**config.mk**
```make
export PLATFORM = sky130hd
export DESIGN_NAME = cnn_layer_seq_flat
export DESIGN_NICKNAME = d
export VERILOG_FILES = /design/src/rtl/cnn_seq_pkg.sv /design/src/rtl/cnn_layer_seq_if.sv /design/src/rtl/cnn_seq_addr_cnt.sv /design/src/rtl/cnn_layer_seq.sv /design/src/flat_wrapper.sv
export SDC_FILE = /design/constraint.sdc
export NUM_CORES = 1
export LEC_CHECK = 0
export BUFFER_PORTS_ARGS = -buffer_cell sky130_fd_sc_hd__buf_2
export CAP_MARGIN = 20
export CORE_MARGIN = 2
export CORE_UTILIZATION = 50
export DETAILED_ROUTE_END_ITERATION = 6
export GPL_ROUTABILITY_DRIVEN = 0
export PLACE_DENSITY = 0.74
export SLEW_MARGIN = 20
export SYNTH_ARGS = -nofsm -noshare
export SYNTH_HDL_FRONTEND = slang
export SYNTH_SLANG_ARGS = --single-unit
```
**constraint.sdc**
```tcl
create_clock -name clk -period 3.3 [get_ports clk]
set_input_delay 0.495 -clock clk [delete_from_list [all_inputs] [get_ports clk]]
set_output_delay 0.495 -clock clk [all_outputs]
set_load 0.05 [all_outputs]
```
**src/rtl/cnn_seq_pkg.sv**
```systemverilog
// cnn_seq_pkg: shared state encoding and default geometry for the conv-layer sequencer and pool loader.
package cnn_seq_pkg;

    typedef enum logic [2:0] {
        S_IDLE,
        S_LOAD,
        S_GAP,
        S_RUN,
        S_DRAIN,
        S_DONE,
        S_ERR
    } state_e;

    localparam int DEF_IMG_H       = 35;
    localparam int DEF_IMG_W       = 35;
    localparam int DEF_DATA_W      = 16;
    localparam int DEF_ADDR_W      = 16;
    localparam int DEF_GAP_CYC     = 4;
    localparam int DEF_DRAIN_CYC   = 16;
    localparam int DEF_TIMEOUT_CYC = 65535;
    localparam int DEF_EXP_OUT     = 1089;
    localparam int PIX_N           = DEF_IMG_H * DEF_IMG_W;

endpackage

```
**src/rtl/cnn_layer_seq_if.sv**
```systemverilog
// cnn_layer_seq_if: pixel stream in, Conv2D_1 image-buffer/enable bus out, layer feedback in.
interface cnn_layer_seq_if #(
    parameter int DATA_W = 16,
    parameter int ADDR_W = 16
);
    logic              s_valid;
    logic              s_ready;
    logic [DATA_W-1:0] s_data;
    logic              img_data_wr_en;
    logic [ADDR_W-1:0] img_data_addr;
    logic [DATA_W-1:0] img_data_in;
    logic              layer_enable;
    logic              img_data_rd_en;
    logic              pool_wr_en;

    modport master (
        input  s_valid, s_data, img_data_rd_en, pool_wr_en,
        output s_ready, img_data_wr_en, img_data_addr, img_data_in, layer_enable
    );

    modport slave (
        output s_valid, s_data, img_data_rd_en, pool_wr_en,
        input  s_ready, img_data_wr_en, img_data_addr, img_data_in, layer_enable
    );
endinterface

```
**src/rtl/cnn_seq_addr_cnt.sv**
```systemverilog
// cnn_seq_addr_cnt: raster address counter with clear, enable and last-pixel flag; wraps to 0 after N-1.
module cnn_seq_addr_cnt
    import cnn_seq_pkg::*;
#(
    parameter int N      = PIX_N,
    parameter int ADDR_W = DEF_ADDR_W
) (
    input  logic              clk,
    input  logic              rst_n,
    input  logic              clr,
    input  logic              en,
    output logic [ADDR_W-1:0] addr,
    output logic              last
);
    logic [ADDR_W-1:0] addr_q, addr_d;

    assign last = addr_q == ADDR_W'(N - 1);
    assign addr = addr_q;

    always_comb addr_d = clr ? '0 : en ? (last ? '0 : addr_q + 1'b1) : addr_q;

    always_ff @(posedge clk or negedge rst_n) begin
        if (!rst_n) addr_q <= '0;
        else        addr_q <= addr_d;
    end
endmodule

```
**src/rtl/cnn_layer_seq.sv**
```systemverilog
// cnn_layer_seq: loads a raster frame into Conv2D_1, runs the layer, detects completion and guards with a timeout.
// Define CNN_SEQ_OUTCNT_EN to build the pool-write output counter and err_outcnt check.
module cnn_layer_seq
    import cnn_seq_pkg::*;
#(
    parameter int IMG_H       = DEF_IMG_H,
    parameter int IMG_W       = DEF_IMG_W,
    parameter int DATA_W      = DEF_DATA_W,
    parameter int ADDR_W      = DEF_ADDR_W,
    parameter int GAP_CYC     = DEF_GAP_CYC,
    parameter int DRAIN_CYC   = DEF_DRAIN_CYC,
    parameter int TIMEOUT_CYC = DEF_TIMEOUT_CYC,
    parameter int EXP_OUT     = DEF_EXP_OUT
) (
    input  logic                   clk,
    input  logic                   rst_n,
    cnn_layer_seq_if.master        bus,
    input  logic                   abort,
    input  logic                   clear_err,
    output logic                   busy,
    output logic                   frame_done,
    output logic [15:0]            frame_cnt,
    output logic                   err_timeout,
    output logic                   err_outcnt
);
    localparam int N = IMG_H * IMG_W;

    state_e            state_q, state_d;
    logic [15:0]       cnt_q, cnt_d;
    logic [15:0]       frame_cnt_q, frame_cnt_d;
    logic              seen_hi_q, seen_hi_d;
    logic              rd_en_q;
    logic              wr_en_q, wr_en_d;
    logic              layer_en_q, layer_en_d;
    logic              err_tmo_q, err_tmo_d;
    logic [ADDR_W-1:0] addr_q, addr_d;
    logic [DATA_W-1:0] data_q, data_d;
    logic [ADDR_W-1:0] pix_addr;
    logic              pix_last;
    logic              accept, done, tmo;

    assign bus.s_ready        = state_q == S_IDLE || state_q == S_LOAD;
    assign bus.img_data_wr_en = wr_en_q;
    assign bus.img_data_addr  = addr_q;
    assign bus.img_data_in    = data_q;
    assign bus.layer_enable   = layer_en_q;
    assign busy               = state_q != S_IDLE;
    assign frame_done         = state_q == S_DONE;
    assign frame_cnt          = frame_cnt_q;
    assign err_timeout        = err_tmo_q;

    assign accept = bus.s_valid && bus.s_ready;
    // A fall only counts once this RUN has seen the layer go busy.
    assign done   = rd_en_q && !bus.img_data_rd_en && seen_hi_q;
    assign tmo    = cnt_q == 16'(TIMEOUT_CYC - 1);

    cnn_seq_addr_cnt #(.N(N), .ADDR_W(ADDR_W)) u_addr (
        .clk  (clk),
        .rst_n(rst_n),
        .clr  (abort),
        .en   (accept && !abort),
        .addr (pix_addr),
        .last (pix_last)
    );

    always_comb begin
        state_d   = state_q;
        cnt_d     = cnt_q + 16'd1;
        seen_hi_d = 1'b0;
        err_tmo_d = err_tmo_q && !clear_err;
        wr_en_d   = accept && !abort;
        addr_d    = accept ? pix_addr : addr_q;
        data_d    = accept ? bus.s_data : data_q;
        case (state_q)
            S_IDLE: begin
                cnt_d = '0;
                if (accept) state_d = pix_last ? S_GAP : S_LOAD;
            end
            S_LOAD: begin
                cnt_d = '0;
                if (accept && pix_last) state_d = S_GAP;
            end
            S_GAP: begin
                if (cnt_q == 16'(GAP_CYC)) begin
                    state_d = S_RUN;
                    cnt_d   = '0;
                end
            end
            S_RUN: begin
                seen_hi_d = seen_hi_q || bus.img_data_rd_en;
                if (done) begin
                    state_d = S_DRAIN;
                    cnt_d   = '0;
                end else if (tmo) begin
                    state_d   = S_ERR;
                    err_tmo_d = 1'b1;
                end
            end
            S_DRAIN: state_d = cnt_q == 16'(DRAIN_CYC) ? S_DONE : S_DRAIN;
            S_DONE:  state_d = S_IDLE;
            S_ERR:   state_d = clear_err ? S_IDLE : S_ERR;
            default: state_d = S_IDLE;
        endcase
        if (abort) begin
            state_d   = S_IDLE;
            cnt_d     = '0;
            seen_hi_d = 1'b0;
        end
        layer_en_d  = state_d == S_RUN;
        frame_cnt_d = frame_cnt_q + 16'(state_q == S_DRAIN && state_d == S_DONE);
    end

    always_ff @(posedge clk or negedge rst_n) begin
        if (!rst_n) begin
            state_q     <= S_IDLE;
            cnt_q       <= '0;
            frame_cnt_q <= '0;
            seen_hi_q   <= 1'b0;
            rd_en_q     <= 1'b0;
            wr_en_q     <= 1'b0;
            layer_en_q  <= 1'b0;
            err_tmo_q   <= 1'b0;
            addr_q      <= '0;
            data_q      <= '0;
        end else begin
            state_q     <= state_d;
            cnt_q       <= cnt_d;
            frame_cnt_q <= frame_cnt_d;
            seen_hi_q   <= seen_hi_d;
            rd_en_q     <= bus.img_data_rd_en;
            wr_en_q     <= wr_en_d;
            layer_en_q  <= layer_en_d;
            err_tmo_q   <= err_tmo_d;
            addr_q      <= addr_d;
            data_q      <= data_d;
        end
    end

`ifdef CNN_SEQ_OUTCNT_EN
    logic [15:0] out_cnt_q, out_cnt_d;
    logic        err_out_q, err_out_d;

    assign err_outcnt = err_out_q;

    always_comb begin
        out_cnt_d = (abort || (state_q == S_IDLE && accept)) ? '0 :
                    out_cnt_q + 16'((state_q == S_RUN || state_q == S_DRAIN) && bus.pool_wr_en);
        err_out_d = (state_q == S_DONE && !abort && out_cnt_q != 16'(EXP_OUT)) ||
                    (err_out_q && !clear_err);
    end

    always_ff @(posedge clk or negedge rst_n) begin
        if (!rst_n) begin
            out_cnt_q <= '0;
            err_out_q <= 1'b0;
        end else begin
            out_cnt_q <= out_cnt_d;
            err_out_q <= err_out_d;
        end
    end
`else
    logic unused_cfg;
    assign unused_cfg = bus.pool_wr_en ^ (EXP_OUT == 0);
    assign err_outcnt = 1'b0;
`endif
endmodule
```
**src/flat_wrapper.sv**
```systemverilog
// flat-port wrapper written by rule: the top's interface ports become plain ports
module cnn_layer_seq_flat import cnn_seq_pkg::*;
#(
    parameter int IMG_H       = DEF_IMG_H,
    parameter int IMG_W       = DEF_IMG_W,
    parameter int DATA_W      = DEF_DATA_W,
    parameter int ADDR_W      = DEF_ADDR_W,
    parameter int GAP_CYC     = DEF_GAP_CYC,
    parameter int DRAIN_CYC   = DEF_DRAIN_CYC,
    parameter int TIMEOUT_CYC = DEF_TIMEOUT_CYC,
    parameter int EXP_OUT     = DEF_EXP_OUT
)
  (clk, rst_n, abort, clear_err, busy, frame_done, frame_cnt, err_timeout, err_outcnt, bus_s_valid, bus_s_data, bus_img_data_rd_en, bus_pool_wr_en, bus_s_ready, bus_img_data_wr_en, bus_img_data_addr, bus_img_data_in, bus_layer_enable);
  cnn_layer_seq_if #(.DATA_W(DATA_W), .ADDR_W(ADDR_W)) bus_i ();
  input  logic clk;
  input  logic rst_n;
  input  logic abort;
  input  logic clear_err;
  output logic busy;
  output logic frame_done;
  output logic [15:0] frame_cnt;
  output logic err_timeout;
  output logic err_outcnt;
  input wire logic [$bits(bus_i.s_valid)-1:0] bus_s_valid;
  input wire logic [$bits(bus_i.s_data)-1:0] bus_s_data;
  input wire logic [$bits(bus_i.img_data_rd_en)-1:0] bus_img_data_rd_en;
  input wire logic [$bits(bus_i.pool_wr_en)-1:0] bus_pool_wr_en;
  output wire logic [$bits(bus_i.s_ready)-1:0] bus_s_ready;
  output wire logic [$bits(bus_i.img_data_wr_en)-1:0] bus_img_data_wr_en;
  output wire logic [$bits(bus_i.img_data_addr)-1:0] bus_img_data_addr;
  output wire logic [$bits(bus_i.img_data_in)-1:0] bus_img_data_in;
  output wire logic [$bits(bus_i.layer_enable)-1:0] bus_layer_enable;
  assign bus_i.s_valid = bus_s_valid;
  assign bus_i.s_data = bus_s_data;
  assign bus_i.img_data_rd_en = bus_img_data_rd_en;
  assign bus_i.pool_wr_en = bus_pool_wr_en;
  assign bus_s_ready = bus_i.s_ready;
  assign bus_img_data_wr_en = bus_i.img_data_wr_en;
  assign bus_img_data_addr = bus_i.img_data_addr;
  assign bus_img_data_in = bus_i.img_data_in;
  assign bus_layer_enable = bus_i.layer_enable;
  cnn_layer_seq #(.IMG_H(IMG_H), .IMG_W(IMG_W), .DATA_W(DATA_W), .ADDR_W(ADDR_W), .GAP_CYC(GAP_CYC), .DRAIN_CYC(DRAIN_CYC), .TIMEOUT_CYC(TIMEOUT_CYC), .EXP_OUT(EXP_OUT)) u_core (.clk(clk), .rst_n(rst_n), .bus(bus_i), .abort(abort), .clear_err(clear_err), .busy(busy), .frame_done(frame_done), .frame_cnt(frame_cnt), .err_timeout(err_timeout), .err_outcnt(err_outcnt));
endmodule
```
# After elaboration in Yosys (flattened, before gate mapping)
# Cells that the tools add are included.
word_totals:
  regBits: 88
  latchBits: 0
  ram_bits: 0
  rom_bits: 0
  inputBits: 23
  out_inout_bits: 55
  wordCells: 64
  memories: 0
classes:
  add_sub_neg: 3
  multipliers: 0
  div: 0
  n_lt_le_gt_ge: 0
  eq_ne: 12
  shifts: 0
  n_mux: 22
  n_bitwise: 0
  n_reduce_logical: 16
op_table:
  columns: ["operator", "count"]
  rows:
  - ["$mux W16", 6]
  - ["$pmux W16 S3", 1]
  - ["$add A16 B1 Y16 const B", 2]
  - ["$mux W3", 7]
  - ["$pmux W3 S6", 1]
  - ["$add A16 B1 Y16", 1]
  - ["$eq A16 B11 Y1 const B", 1]
  - ["$eq A16 B16 Y1 const B", 1]
  - ["$eq A16 B3 Y1 const B", 1]
  - ["$eq A16 B5 Y1 const B", 1]
  - ["$eq A3 B3 Y1 const B", 4]
  - ["$eq A3 B2 Y1 const B", 3]
  - ["$logic_and A1 B1 Y1", 7]
  - ["$mux W1", 6]
  - ["$eq A3 B1 Y1 const B", 1]
  - ["$logic_not A1 Y1", 3]
  - ["$logic_not A3 Y1", 1]
  - ["$reduce_bool A3 Y1", 1]
  - ["$logic_or A1 B1 Y1", 2]
  - ["$mux W2", 1]
  - ["$reduce_bool A2 Y1", 1]
  - ["$reduce_or A2 Y1", 1]

# Depth between registers and ports, before layout
logic_depth:
  word_depth: 10
  mapped_depth: 13

# Modules after synthesis
# Synthesis repeated with hierarchy kept, for this count alone.
hier_totals:
  hier_cells: 350
  area_unflattened_um2: 4125.2
by_module_without_submodules:
  columns: ["module", "n_inst", "cells_per_inst", "area_each_um2"]
  rows:
  - ["cnn_layer_seq", 1, 259, 3180.6]
  - ["cnn_seq_addr_cnt", 1, 91, 944.7]

# Worst setup path after synthesis
# Ideal clock, no wire load.
synth_path:
  path_kind: "register to register"
  start: "register u_core.state_q[1]"
  end: "register u_core.frame_cnt_q[12] (netlist: u_core.frame_cnt[12])"
  setup_ns: 0.142
  arrival_time_ns: 2.997
  path_slack_ns: 0.161
  stages_incl_launch_ff: 13
  n_path_buf: 1
  cell_sequence: "dfrtp_1 -> buf_2 -> nor2_1 -> o21ai_0 -> a21oi_1 -> o31ai_1 -> nor4_1 -> ha_1 -> ha_1 -> nand4_1 -> nor3_1 -> nand3_1 -> xnor2_1"
synth_between:
  elab_chain_len: 10
synth_lines:
  columns: ["element", "line_no", "rtl"]
  rows:
  - ["start, declared", "cnn_layer_seq.sv:28", "state_e state_q, state_d;"]
  - ["start signal, assigned", "cnn_layer_seq.sv:126", "state_q <= state_d;"]
  - ["$eq A3 B1 Y1 or $logic_not A3 Y1 (tied branches)", "cnn_layer_seq.sv:42", "assign bus.s_ready = state_q == S_IDLE || state_q == S_LOAD;"]
  - ["$logic_or A1 B1 Y1 (*)", "cnn_layer_seq.sv:42", null]
  - ["via bus_s_ready", "flat_wrapper.sv:28", "output wire logic [$bits(bus_i.s_ready)-1:0] bus_s_ready;"]
  - ["$logic_and A1 B1 Y1 (*)", "cnn_layer_seq.sv:52", "assign accept = bus.s_valid && bus.s_ready;"]
  - ["$logic_and A1 B1 Y1", "cnn_layer_seq.sv:81", "if (accept && pix_last) state_d = S_GAP;"]
  - ["$mux W3", "cnn_layer_seq.sv:81", null]
  - ["$pmux W3 S6 (*)", "cnn_layer_seq.sv:74", "case (state_q)"]
  - ["$mux W3 (*)", "cnn_layer_seq.sv:104", "if (abort) begin"]
  - ["$eq A3 B3 Y1 (*)", "cnn_layer_seq.sv:110", "frame_cnt_d = frame_cnt_q + 16'(state_q == S_DRAIN && state_d == S_DONE);"]
  - ["$logic_and A1 B1 Y1 (*)", "cnn_layer_seq.sv:110", null]
  - ["$add A16 B1 Y16 (*)", "cnn_layer_seq.sv:110", null]
  - ["via u_core.frame_cnt_d[12]", "cnn_layer_seq.sv:30", "logic [15:0] frame_cnt_q, frame_cnt_d;"]
  - ["end signal, assigned", "cnn_layer_seq.sv:128", "frame_cnt_q <= frame_cnt_d;"]
  - ["end, declared", "cnn_layer_seq.sv:30", null]
# The timed path passes the listed nets; every way through them passes the cells marked *.
# A chain may end at the register's enable or synchronous reset.

# Worst setup path in the final report
layout_path:
  start: "register u_core.cnt_q[0]"
  end: "register u_core.frame_cnt_q[14] (netlist: u_core.frame_cnt[14])"
layout_between:
  elab_chain_len: 8
layout_lines:
  columns: ["element", "line_no", "rtl"]
  rows:
  - ["start, declared", "cnn_layer_seq.sv:29", "logic [15:0] cnt_q, cnt_d;"]
  - ["start signal, assigned", "cnn_layer_seq.sv:127", "cnt_q <= cnt_d;"]
  - ["$eq A16 B16 Y1", "cnn_layer_seq.sv:55", "assign tmo = cnt_q == 16'(TIMEOUT_CYC - 1);"]
  - ["$mux W3", "cnn_layer_seq.sv:94", "end else if (tmo) begin"]
  - ["$mux W3", "cnn_layer_seq.sv:91", "if (done) begin"]
  - ["$pmux W3 S6 (*)", "cnn_layer_seq.sv:74", null]
  - ["$mux W3 (*)", "cnn_layer_seq.sv:104", null]
  - ["$eq A3 B3 Y1 (*)", "cnn_layer_seq.sv:110", null]
  - ["$logic_and A1 B1 Y1 (*)", "cnn_layer_seq.sv:110", null]
  - ["$add A16 B1 Y16 (*)", "cnn_layer_seq.sv:110", null]
  - ["via u_core.frame_cnt_d[14]", "cnn_layer_seq.sv:30", null]
# Marks and branches as above.

==> metrics list <==
- Status: completed
* Critical path type: flop to flop
* Fraction of final layout cells with drive strength greater than 1: a little under a third
- Router iterations before antenna repair: 4
- Violation count after the first detailed-route iteration: about 160
- Synth warn: 0
* Portion of total power attributed to sequential cells: between 50% and 60%
* Shortest period the worst path allows: just under 3 ns
- Yosys mapped a number of flops with a built-in enable equal to 0.
* # nets final: 467
- Unrepaired setup endpoints after global routing: no
- Setup violations remaining at the end of the flow were counted as 0.
* Global Route Usage Sum: 18.33%
- The core region is roughly 8000 um^2.
- Kind of start point of the critical path: flop
- Floorplan die area: approximately 8800 um^2
- Summed over all cells, the static leakage comes to roughly 2.3 nW.
* Routed Antenna Nets: 0
- The placed instances occupy a cell area of 4474 um^2.
- PwrDens: ~470 nW/um^2
- Share of the clock period used by the worst path: between 80 and 90%
- Die boundary height: 93.67 um
- Of the total power, the share spent switching nets is about a quarter.
- Part of the power in combinational logic: 10.0%
* Area growth from synthesis to layout: 17.55%
- Yosys mapped the design onto 47 distinct sky130hd cell types.
* Commonest non-fill, non-tap cell in the layout: sky130_fd_sc_hd__dfrtp_1
* Per-cell routed wire length: approximately 14 um
* Top cell type's share of synthesized area: a little over half
- Data required time at the worst endpoint: about 3.5 ns
- Derived from the worst setup path, the maximum achievable clock frequency is between 0.3 and 0.4 GHz.
- Via count of the first global-routing pass: about 2.7k
- In this run the worst path has a maximum fanout of 6.
- Highest-count cells in the layout ignoring fill and taps: sky130_fd_sc_hd__dfrtp_1 (88), sky130_fd_sc_hd__buf_2 (74), sky130_fd_sc_hd__nor2_1 (38)
- The tightest min-delay check is of the input pin to asynchronous set/reset pin type.
- Total power for the finished layout comes to around 0.0022 W.
- In the synthesized netlist the dominant register cell turns out to be sky130_fd_sc_hd__dfrtp_1.
- Sequential fraction of the synthesis area: a little over half
- The number of antenna violations at the first check in global routing is 0.
- The worst setup path is captured at a flop.
* Average via count per standard cell: between 5 and 6
- First-pass GRT wire length: 12.75 mm
- Final Hold Vio Count: 0
- Int Pwr: around 0.0017 W
- Netlist area before placement: between 4000 and 5000 um^2
* Total wire length after detailed routing: between 7 and 8 mm
- Headroom to the max-slew limit came out at between 40% and 50%.
- TritonCTS sink count: 88
* Top cells by area, synth: sky130_fd_sc_hd__dfrtp_1 (55%), sky130_fd_sc_hd__mux2_2 (9.0%), sky130_fd_sc_hd__xor2_1 (3.9%), sky130_fd_sc_hd__nor2_1 (3.5%), sky130_fd_sc_hd__xnor2_1 (2.8%)
* Launch instance of the worst register-to-register path: u_core.cnt_q[0]
- Starting Density: between 50% and 60%
- The finished cells cover roughly 4700 um^2.
- After clock tree synthesis, the clock-pin slew on the worst setup and hold paths is roughly 0.09 ns.
- Worst clock skew: about 0.0054 ns
- STA puts the critical path data arrival time at around 3.2 ns.
* CTS root buf: sky130_fd_sc_hd__clkbuf_8
- After synthesis, the mean cell area works out to around 11 um^2.
* Synthesized instance count: roughly 360
* Portion of total power attributed to the clock network: between 30% and 40%
- DRC: 0
- Post-synthesis net count: slightly below 400
* Largest net degree at the start of global routing: 89
* CTS H-tree depth: 3
- Vias after detailed routing: slightly below 3k
* Crit path from: u_core.cnt_q[0]
- In this run the horizontal extent of the chip is ~94 um.
* Ant diodes: 0
- Estimated wirelength of the detail-placed design: 5.326 mm
- Setup WS post-layout: around 0.38 ns
- Clock network latency to the later pin of the worst-skew pair: about 0.35 ns
- Pre-CTS worst setup slack: roughly 0.25 ns
* Final max-slew violation count: 0
- The analysis attributes to net switching a power of ~0.00056 W.
- End-of-flow core utilization: 60.84%
* Cts hold-fix bufs: 0
- Async set-or-reset flop fraction in the synthesized netlist: 100.0%
- Post-Route Setup TNS: 0 ns
* Fill cells: around 660
- At the pin with the least slew margin, the transition time is a little under 0.8 ns.
- Max IR drop VDD: around 0.24 mV
- Residual overflow from global routing: 0
- The synthesized design spends more area on one cell type than any other, namely sky130_fd_sc_hd__dfrtp_1.
- TritonCTS clock tree: built
* Post-synthesis register bit count: between 80 and 90
* Maxcap violations: 0
- Deepest clock path buffer count: 2
- Number of I/O port buffers: 75
- For this design the top-level I/O count stands at slightly below 80.
- Buffers inserted during clock tree synthesis total 9.
* Standard-cell rows: 32
==> routing by layer <==
| layer | up-vias | global-route usage [%] | routed length, um |
|---|---|---|---|
| li1 | 1407 | - | - |
| met1 | 1417 | 26.08 | 3795 |
| met2 | 80 | 28.30 | 3429 |
| met3 | 7 | 4.414 | 430 |
| met4 | 0 | 5.072 | 79 |
| met5 | - | 0 | 0 |
==> flip-flops by register name, summed over array words and instances, names as in the netlist <==
register / cells
u_core.rd_en_q: 1
u_core.seen_hi_q: 1
u_core.frame_cnt: 16
u_core.bus.img_data_addr: 16
u_core.u_addr.addr: 16
u_core.bus.layer_enable: 1
u_core.err_timeout: 1
u_core.bus.img_data_wr_en: 1
u_core.cnt_q: 16
u_core.state_q: 3
u_core.bus.img_data_in: 16
==> cells by family after synthesis <==
family | Yosys count | share of synthesized area [%]
and+or+nand+nor | 129 | 17.24
DFF | 88 | 54.78
AOI/OAI and AO/OA | 39 | 5.882
muxes | 34 | 9.462
buffers and inverters | 32 | 3.610
xor gates and xnor gates | 31 | 6.754
adders and majority gates | 7 | 2.179
other | 1 | 0.09328
==> final timing paths <==
check	end	slack, ns	cells past startpoint
hold / removal	u_core.bus.img_data_in[0]	0.17	1
setup reg to reg	u_core.frame_cnt[14]	0.38	13
setup / recovery	u_core.frame_cnt[14]	0.38	13
hold reg to reg	u_core.frame_cnt[15]	0.47	1
min in group clk	u_core.rd_en_q	0.28	1
max in group asynchronous	u_core.u_addr.addr[15]	2.58	1
==> synthesized netlist by cell type (2+ instances only) <==
cell type / count
sky130_fd_sc_hd__dfrtp_1: 88
sky130_fd_sc_hd__nor2_1: 38
sky130_fd_sc_hd__mux2_2: 32
sky130_fd_sc_hd__nand3_1: 20
sky130_fd_sc_hd__inv_1: 19
sky130_fd_sc_hd__nand2_1: 18
sky130_fd_sc_hd__xor2_1: 18
sky130_fd_sc_hd__o21ai_0: 15
sky130_fd_sc_hd__xnor2_1: 13
sky130_fd_sc_hd__nand4_1: 11
sky130_fd_sc_hd__a21oi_1: 8
sky130_fd_sc_hd__nor3_1: 8
sky130_fd_sc_hd__and3_1: 7
sky130_fd_sc_hd__buf_2: 7
sky130_fd_sc_hd__ha_1: 7
sky130_fd_sc_hd__a31oi_1: 4
sky130_fd_sc_hd__and4_1: 4
sky130_fd_sc_hd__nor4b_1: 4
sky130_fd_sc_hd__or3_1: 4
sky130_fd_sc_hd__a21o_1: 2
sky130_fd_sc_hd__a22o_1: 2
sky130_fd_sc_hd__buf_4: 2
sky130_fd_sc_hd__clkbuf_1: 2
sky130_fd_sc_hd__mux2i_1: 2
sky130_fd_sc_hd__nor3b_1: 2
sky130_fd_sc_hd__nor4_1: 2
sky130_fd_sc_hd__o31ai_1: 2
==> repair_timing <==
action	CTS	global route
setup buffers	0	0
resized for setup	0	1
setup endpoints to repair	0	3
==> power groups by stage <==
| stage | logic, W | clock network [W] | registers (W) |
|---|---|---|---|
| after floorplan | 0.0000663 | 0 | 0.00123 |
| after global placement | 0.000224 | 0 | 0.00114 |
| after detailed placement | 0.000228 | 0 | 0.00115 |
| after CTS | 0.000228 | 0.000912 | 0.00112 |
| after global routing | 0.000242 | 0.000960 | 0.00113 |
| final | 0.000225 | 0.000889 | 0.00112 |
==> critical path, cell delays in order, from the launching register on <==
cell	delay, ns
sky130_fd_sc_hd__dfrtp_1	0.44
sky130_fd_sc_hd__inv_1	0.11
sky130_fd_sc_hd__ha_1	0.15
sky130_fd_sc_hd__nor4b_1	0.23
sky130_fd_sc_hd__nand4_1	0.15
sky130_fd_sc_hd__nor3_1	0.21
sky130_fd_sc_hd__o31ai_1	0.13
sky130_fd_sc_hd__nor4_1	0.24
sky130_fd_sc_hd__ha_1	0.26
sky130_fd_sc_hd__ha_1	0.23
sky130_fd_sc_hd__nand4_1	0.17
sky130_fd_sc_hd__nor3_2	0.23
sky130_fd_sc_hd__nand3_1	0.13
sky130_fd_sc_hd__xnor2_1	0.14
==> metrics by stage <==
step | hold WS (ns) | cells
floorplan | 0.1994 | 361
global placement | 0.4559 | 528
detailed placement | 0.4591 | 528
CTS | 0.2596 | 544
global route | 0.2579 | 544
finish | 0.1695 | 544
==> cell type report <==
| class | count | area [um^2] | area share [%] |
|---|---|---|---|
| Inverter | 19 | 71.32 | 1.509 |
| Sequential cell | 88 | 2202 | 46.60 |
| Multi-Input combinational cell | 241 | 1678 | 35.50 |
| Clock buffer | 9 | 123.9 | 2.621 |
| Tap cell | 102 | 127.6 | 2.701 |
| Timing Repair Buffer | 78 | 404.1 | 8.552 |
| Clock inverter | 7 | 118.9 | 2.515 |
Power figures use the tool's default switching activity.
